<file path="config.mk">
export PLATFORM = sky130hd
export DESIGN_NAME = vram_port_arbiter
export DESIGN_NICKNAME = d
export VERILOG_FILES = /design/src/rtl/vram_pkg.sv /design/src/rtl/vram_port_arbiter.sv
export SDC_FILE = /design/constraint.sdc
export NUM_CORES = 1
export LEC_CHECK = 0
export ABC_AREA = 1
export CORE_UTILIZATION = 35
export DETAILED_ROUTE_END_ITERATION = 6
export HOLD_SLACK_MARGIN = 0.15
export PLACE_DENSITY = 0.95
export REMOVE_ABC_BUFFERS = 1
export SYNTH_ARGS = -nofsm -noshare
export SYNTH_HDL_FRONTEND = slang
export SYNTH_SLANG_ARGS = --single-unit
</file>
<file path="constraint.sdc">
create_clock -name CLK -period 3.47 [get_ports CLK]
set_input_delay 0.694 -clock CLK [delete_from_list [all_inputs] [get_ports CLK]]
set_output_delay 0.694 -clock CLK [all_outputs]
set_load 0.02 [all_outputs]
</file>
<file path="src/rtl/vram_pkg.sv">
// Shared VRAM constants and the read-return state encoding.
// Imported by the VRAM port arbiter and its testbench.
package vram_pkg;

   localparam int VRAM_DEPTH  = 600;
   localparam int VRAM_ADDR_W = 10;

   // Which requester owns the data on RAM_RDATA this cycle.
   typedef enum logic [1:0] {
      ST_IDLE     = 2'd0,
      ST_SCAN_RET = 2'd1,
      ST_AVL_RET  = 2'd2
   } ret_st_e;

endpackage

</file>
<file path="src/rtl/vram_port_arbiter.sv">
// Arbitrates a single-port VRAM between an Avalon-MM slave and the
// scan-out fetcher; scan has priority with a starvation guard for Avalon.
// Ports:
//   CLK, RESET_N          : clock, async active-low reset
//   AVL_*                 : Avalon-MM slave (cs/read/write/addr/be/wdata,
//                           readdata/waitrequest)
//   SCAN_REQ/ADDR         : fetch request, held until SCAN_ACK
//   SCAN_ACK/VALID/DATA   : issue pulse, return pulse and fetched word
//   RAM_*                 : VRAM port, registered read data (1-cycle)
module vram_port_arbiter
   import vram_pkg::*;
#(
   parameter int ADDR_W     = VRAM_ADDR_W,
   parameter int DEPTH      = VRAM_DEPTH,
   parameter int STARVE_MAX = 4
)(
   input  logic              CLK,
   input  logic              RESET_N,
   input  logic              AVL_CS,
   input  logic              AVL_READ,
   input  logic              AVL_WRITE,
   input  logic [ADDR_W-1:0] AVL_ADDR,
   input  logic [3:0]        AVL_BYTE_EN,
   input  logic [31:0]       AVL_WRITEDATA,
   output logic [31:0]       AVL_READDATA,
   output logic              AVL_WAITREQUEST,
   input  logic              SCAN_REQ,
   input  logic [ADDR_W-1:0] SCAN_ADDR,
   output logic              SCAN_ACK,
   output logic              SCAN_VALID,
   output logic [31:0]       SCAN_DATA,
   output logic [ADDR_W-1:0] RAM_ADDR,
   output logic              RAM_WREN,
   output logic              RAM_RDEN,
   output logic [3:0]        RAM_BYTE_EN,
   output logic [31:0]       RAM_WDATA,
   input  logic [31:0]       RAM_RDATA
);

   localparam logic [ADDR_W:0] LP_DEPTH = DEPTH[ADDR_W:0];
   localparam logic [2:0]      LP_SMAX  = STARVE_MAX[2:0];

   ret_st_e     r_state;
   ret_st_e     w_nxt;
   logic        r_ret_oor;
   logic        w_nxt_oor;
   logic [2:0]  r_starve;
   logic [31:0] r_scan_data;

   logic        w_avl_pend;
   logic        w_avl_elig;
   logic        w_avl_oor;
   logic        w_scn_oor;
   logic        w_starved;
   logic        w_avl_gnt;
   logic        w_scn_gnt;
   logic        w_scan_ret;
   logic [31:0] w_scan_word;

   assign w_avl_pend = AVL_CS & (AVL_READ | AVL_WRITE);
   assign w_avl_oor  = {1'b0, AVL_ADDR} >= LP_DEPTH;
   assign w_scn_oor  = {1'b0, SCAN_ADDR} >= LP_DEPTH;
   // Avalon sits out while its own read data is being returned.
   assign w_avl_elig = w_avl_pend & (r_state != ST_AVL_RET);
   assign w_starved  = (r_starve == LP_SMAX);
   // No grants while reset is held, so strobes stay quiet.
   assign w_avl_gnt  = RESET_N & w_avl_elig & (~SCAN_REQ | w_starved);
   assign w_scn_gnt  = RESET_N & SCAN_REQ & ~w_avl_gnt;

   assign w_scan_ret  = (r_state == ST_SCAN_RET);
   assign w_scan_word = r_ret_oor ? 32'h0 : RAM_RDATA;
   assign SCAN_VALID  = w_scan_ret;
   assign SCAN_DATA   = w_scan_ret ? w_scan_word : r_scan_data;

   always_ff @(posedge CLK or negedge RESET_N) begin
      if (!RESET_N) begin
         r_state   <= ST_IDLE;
         r_ret_oor <= 1'b0;
      end else begin
         r_state   <= w_nxt;
         r_ret_oor <= w_nxt_oor;
      end
   end

   always_comb begin
      w_nxt           = ST_IDLE;
      w_nxt_oor       = 1'b0;
      RAM_ADDR        = '0;
      RAM_WREN        = 1'b0;
      RAM_RDEN        = 1'b0;
      RAM_BYTE_EN     = 4'h0;
      RAM_WDATA       = 32'h0;
      SCAN_ACK        = 1'b0;
      AVL_WAITREQUEST = w_avl_pend;
      AVL_READDATA    = 32'h0;

      if (r_state == ST_AVL_RET && w_avl_pend) begin
         AVL_WAITREQUEST = 1'b0;
         AVL_READDATA    = RAM_RDATA;
      end

      if (w_avl_gnt) begin
         RAM_ADDR    = AVL_ADDR;
         RAM_BYTE_EN = AVL_BYTE_EN;
         RAM_WDATA   = AVL_WRITEDATA;
         // Read+write together is handled as a write.
         if (AVL_WRITE) begin
            AVL_WAITREQUEST = 1'b0;
            RAM_WREN        = ~w_avl_oor & (|AVL_BYTE_EN);
         end else if (w_avl_oor) begin
            AVL_WAITREQUEST = 1'b0;
         end else begin
            RAM_RDEN = 1'b1;
            w_nxt    = ST_AVL_RET;
         end
      end else if (w_scn_gnt) begin
         SCAN_ACK  = 1'b1;
         RAM_ADDR  = SCAN_ADDR;
         RAM_RDEN  = ~w_scn_oor;
         w_nxt     = ST_SCAN_RET;
         w_nxt_oor = w_scn_oor;
      end
   end

   always_ff @(posedge CLK or negedge RESET_N) begin
      if (!RESET_N) begin
         r_starve <= 3'd0;
      end else if (!w_avl_pend || w_avl_gnt) begin
         r_starve <= 3'd0;
      end else if (w_avl_elig && w_scn_gnt && !w_starved) begin
         r_starve <= r_starve + 3'd1;
      end
   end

   always_ff @(posedge CLK or negedge RESET_N) begin
      if (!RESET_N) begin
         r_scan_data <= 32'h0;
      end else if (w_scan_ret) begin
         r_scan_data <= w_scan_word;
      end
   end

endmodule

</file>
# ---- Yosys cells after proc, flatten, opt, wreduce, memory -nomap -nowiden
# Index checks and enable logic that the tools add are counted.
dict set report totals {
  wordCells 59
  output_inout_bits 115
  regBits 38
}
dict set report classes {
  bitwise 13
  n_mux 27
  n_eq_ne 4
  order_cmp 2
  n_addsub 1
  reduce_logical 8
}
# operator n
set ops {}
lappend ops {{$mux W32} 4}
lappend ops {{$ge A10 B10 Y1 const B} 2}
lappend ops {{$mux W10} 2}
lappend ops {{$mux W1} 15}
lappend ops {{$and A1 B1 Y1} 7}
lappend ops {{$mux W2} 3}
lappend ops {{$mux W3} 2}
lappend ops {{$mux W4} 1}
lappend ops {{$not A1 Y1} 4}
lappend ops {{$reduce_or A4 Y1} 1}
lappend ops {{$add A3 B1 Y3 const B} 1}
lappend ops {{$eq A3 B3 Y1 const B} 1}
lappend ops {{$logic_and A1 B1 Y1} 3}
lappend ops {{$eq A2 B1 Y1 const B} 1}
lappend ops {{$eq A2 B2 Y1 const B} 1}
lappend ops {{$logic_not A1 Y1} 2}
lappend ops {{$ne A2 B2 Y1 const B} 1}
lappend ops {{$or A1 B1 Y1} 2}
lappend ops {{$reduce_bool A2 Y1} 1}
lappend ops {{$logic_or A1 B1 Y1} 1}

# ---- Longest topological paths before layout
dict set report depth {
  word_depth 11
  mapped_depth 9
  mapped_depth_nobuf 9
}

# ---- Least setup slack after synthesis
# Ideal clock, no wire load.
dict set report synth_path {
  path_kind {input port to output port}
  start {in AVL_WRITE}
  end {out RAM_WREN}
  required_ns 2.776
  stages 6
  slack_ns 1.156
  path_buffers 0
  t_arrival_ns 1.620
  path_cell_list {inv_1 -> nand2_1 -> nand3_2 -> nor2_4 -> nand2_1 -> nor3_1}
}
dict set report synth_via {
  elab_chain_cells 6
}
# element line
set synth_rtl {}
lappend synth_rtl {{start: declaration} vram_port_arbiter.sv:21} ;# input logic AVL_WRITE,
lappend synth_rtl {{$or A1 B1 Y1} vram_port_arbiter.sv:60} ;# assign w_avl_pend = AVL_CS & (AVL_READ | AVL_WRITE);
lappend synth_rtl {{$and A1 B1 Y1} vram_port_arbiter.sv:60}
lappend synth_rtl {{$and A1 B1 Y1} vram_port_arbiter.sv:64} ;# assign w_avl_elig = w_avl_pend & (r_state != ST_AVL_RET);
lappend synth_rtl {{$and A1 B1 Y1 (2 in a row)} vram_port_arbiter.sv:67} ;# assign w_avl_gnt = RESET_N & w_avl_elig & (~SCAN_REQ | w_starved);
lappend synth_rtl {{$mux W1 (*)} vram_port_arbiter.sv:102} ;# if (w_avl_gnt) begin
lappend synth_rtl {{end: declaration} vram_port_arbiter.sv:33} ;# output logic RAM_WREN,
# Every way passes the cells marked *; elsewhere a longest branch is shown, timed or not.

# ---- Worst setup path in the final report
dict set report layout_path {
  start {in AVL_WRITE}
  end {out RAM_ADDR[8]}
}
dict set report layout_via {
  elab_chain_cells 9
}
# element line
set layout_rtl {}
lappend layout_rtl {{$or A1 B1 Y1 (*)} vram_port_arbiter.sv:60}
lappend layout_rtl {{$and A1 B1 Y1 (*)} vram_port_arbiter.sv:60}
lappend layout_rtl {{$and A1 B1 Y1 (*)} vram_port_arbiter.sv:64}
lappend layout_rtl {{$and A1 B1 Y1 (*) (2 in a row)} vram_port_arbiter.sv:67}
lappend layout_rtl {{$not A1 Y1} vram_port_arbiter.sv:68} ;# assign w_scn_gnt = RESET_N & SCAN_REQ & ~w_avl_gnt;
lappend layout_rtl {{$and A1 B1 Y1} vram_port_arbiter.sv:68}
lappend layout_rtl {{$mux W10} vram_port_arbiter.sv:116} ;# end else if (w_scn_gnt) begin
lappend layout_rtl {{$mux W10 (*)} vram_port_arbiter.sv:102}
lappend layout_rtl {{end: declaration} vram_port_arbiter.sv:32} ;# output logic [ADDR_W-1:0] RAM_ADDR,
# Marks and branches as above.

==> metrics.yaml <==
status: "finished clean"
n_fill_cell: 493
synthCells: 379
cts_buffer_depth: 2
syn_area_per_cell_sq_um: 6.408
synthDistinctLibCells: 22
synth_area_sq_um: 2429
drive_gt1_share_pct: 4.117
remaining_drc_errors: 0
power_switching_w: 0.0004342
power.density_nw_per_um2: 289.0
ctsHoldBuffers: 0
wl_met2_mm: 4.717
cp_max_fo: 10
power.share.clock_pct: 20.2
core_sq_um: 6531
yosysWarnings: 0
yosysSeqAreaShare_pct: 39.16
hold_path.class: "reg2reg"
finalSetupViolCount: 0
ys_top_cells_by_area: "dfrtp_1 39%, inv_1 13%, nand2_1 12%"
power_frac_seq_pct: 38.5
grt_use_total_pct: 24.91
worstMarginPinSlew_ps: 520.2
grt_max_degree: 39
synth_largest_area_cell: "dfrtp_1"
rows: 29
vias_per_cell: 4.779
drt-total-wl_mm: 9.113
power_frac_comb_pct: 41.2
post_cts_buffers: 0
startpoint_type: "primary input"
internal_power_w: 0.0009088
antenna_found_initial: 0
critical_path_class: "in2out"
rsz0062_at_grt: "false"
die_w_microns: 85.30
p_leak_nw: 2.346
place_congestion: 0.8140
yosysTopAreaCellShare_pct: 39.16
fmax_ghz: 0.2995
worstHoldStart: "r_scan_data[12]$_DFF_PN0_"
drt_first_pass_iters: 4
drt_iter0_drc: 109
rrSetupSlack_ps: 1880
cts.sinks: 38
clk_pin_slew_ps: 60
timing.rr.end: "r_starve[1]$_DFFE_PN0P_"
grt_overflow: 0
holdPathEnd: "r_scan_data[12]$_DFF_PN0_"
seqCellArea_sq_um: 950.9
initial_core_util_pct: 37.18
wire_per_inst_microns: 13.81
final_cell_mix: "207 x clkdlybuf4s50_1, 82 x inv_1, 78 x nand2_1"
p_sw_share_pct: 32.33
grt_pass1_wl_mm: 14.31
route.met3.wl_microns: 703
ys_ff_latch: 38
drt-met1-wl_mm: 3.288
cts_tree: "yes"
finalHoldViolCount: 0
grt_pass1_vias: 3142
final_cell_area_sq_um: 4647
cts_max_level: 2
fin_nets: 679
worstReg2RegStart: "r_state[0]$_DFF_PN0_"
worstSetupEndpointType: "output pin"
num_io_pins: 209
die_area_sq_um: 7276
n_antenna_cell: 0
clkLatencyLatePin_ps: 280
final_common_cell: "clkdlybuf4s50_1"
clock-root-buffer: "clkbuf_8"
cap_viol_max_count: 0
peakVddDrop_uv: 155.7
hold_depth: 2
fin_crit_ps: 3338
tns_ps: 0
antenna_left: 0
dr_total_vias: 3154
reg2reg_depth: 5
multi_input_area_sq_um: 1060
final_max_slew_viol_count: 0
die-height_microns: 85.30
worstPathArrival_ps: 2640
port_buffers: 208
relSlewSlack_pct: 65.32
setup.worst_path.start: "AVL_WRITE"
syn2layout_area_growth_pct: 91.34
cts_buffers: 5
dp_hpwl_mm: 7.292
placedInstanceArea_sq_um: 4568
period_share_pct: 96.21
post_cts_resized: 0
top_layer_used: "met4"
clock_skew_ps: 9.028
required_ps: 2780
-- how the worst max path moves through the flow --
stage | slack [ps] | endpoint
after floorplan | 500 | SCAN_DATA[0]
after global placement | 250 | RAM_ADDR[8]
after global routing | 30 | RAM_ADDR[8]
final | 130 | RAM_ADDR[8]
after CTS | 140 | RAM_ADDR[8]
after detailed placement | 160 | RAM_ADDR[8]
-- through the flow --
stage               worst slack, ps  hold slack [ps]  util (%)  cells  total power, W
floorplan                     500.0            398.4         -    360       0.0007486
global placement              252.5            479.5     69.94    653        0.001062
detailed placement            163.3            486.4     69.94    653        0.001078
CTS                           141.0            505.3     71.15    660        0.001353
global route                  33.73            527.2     71.15    660        0.001417
finish                        131.5            504.4     71.15    660        0.001343
-- power groups by stage --
| stage | Clock, W | Combinational [W] | Sequential [W] |
|---|---|---|---|
| floorplan | 0 | 0.000229 | 0.000520 |
| global placement | 0 | 0.000541 | 0.000521 |
| detailed placement | 0 | 0.000553 | 0.000525 |
| CTS | 0.000280 | 0.000555 | 0.000517 |
| global route | 0.000303 | 0.000591 | 0.000522 |
| finish | 0.000271 | 0.000554 | 0.000518 |
-- cells in the mapped netlist --
cell and instances:
a31oi_1 1, buf_1 2, buf_2 6, buf_6 4, clkbuf_1 7, dfrtp_1 38, ha_1 2, inv_1 82
inv_2 1, nand2_1 78, nand2_2 2, nand2_4 1, nand3_1 39, nand3_2 1, nand4_1 1, nor2_1 72
nor2_4 2, nor3_1 1, nor4_1 1, o21ai_0 34, o21ai_1 3, xor2_1 1
-- registers in the layout (all words and copies together) (netlist names) --
name,cells
r_state,2
r_scan_data,32
r_starve,3
r_ret_oor,1
-- cell type report --
| class | count | share of cell area (%) |
|---|---|---|
| repair buffers | 216 | 46.26 |
| multi-input cells | 239 | 22.81 |
| clock inverters | 2 | 0.2154 |
| clock buffers | 5 | 1.481 |
| inverters | 83 | 6.704 |
| flip-flops and latches | 38 | 20.46 |
| well taps | 77 | 2.073 |
-- per-layer routing --
| layer | track usage, % | vias to the layer above |
|---|---|---|
| li1 | - | 1539 |
| met1 | 24.83 | 1414 |
| met2 | 47.58 | 170 |
| met3 | 5.350 | 31 |
| met4 | 14.09 | 0 |
| met5 | 0 | - |
-- critical path: stages --
cell and delay (ps):
clkdlybuf4s50_1 490, inv_1 70, nand2_1 90, nand3_2 130, nor2_4 180, buf_4 200
nand2_1 60, o21ai_1 100, clkdlybuf4s50_1 630
-- logic make-up (layout without fill, tap and decap cells) --
kind of cell    count (synthesis)  after routing  synth area share, %
compound gates                 38             38                7.882
flops                          38             38                39.15
xor+xnor                        1              1               0.3607
fa+ha+maj                       2              2                1.030
simple gates                  198            198                34.26
buf+inv                       102            306                17.31
No activity file was read; power rests on OpenSTA's default activity.
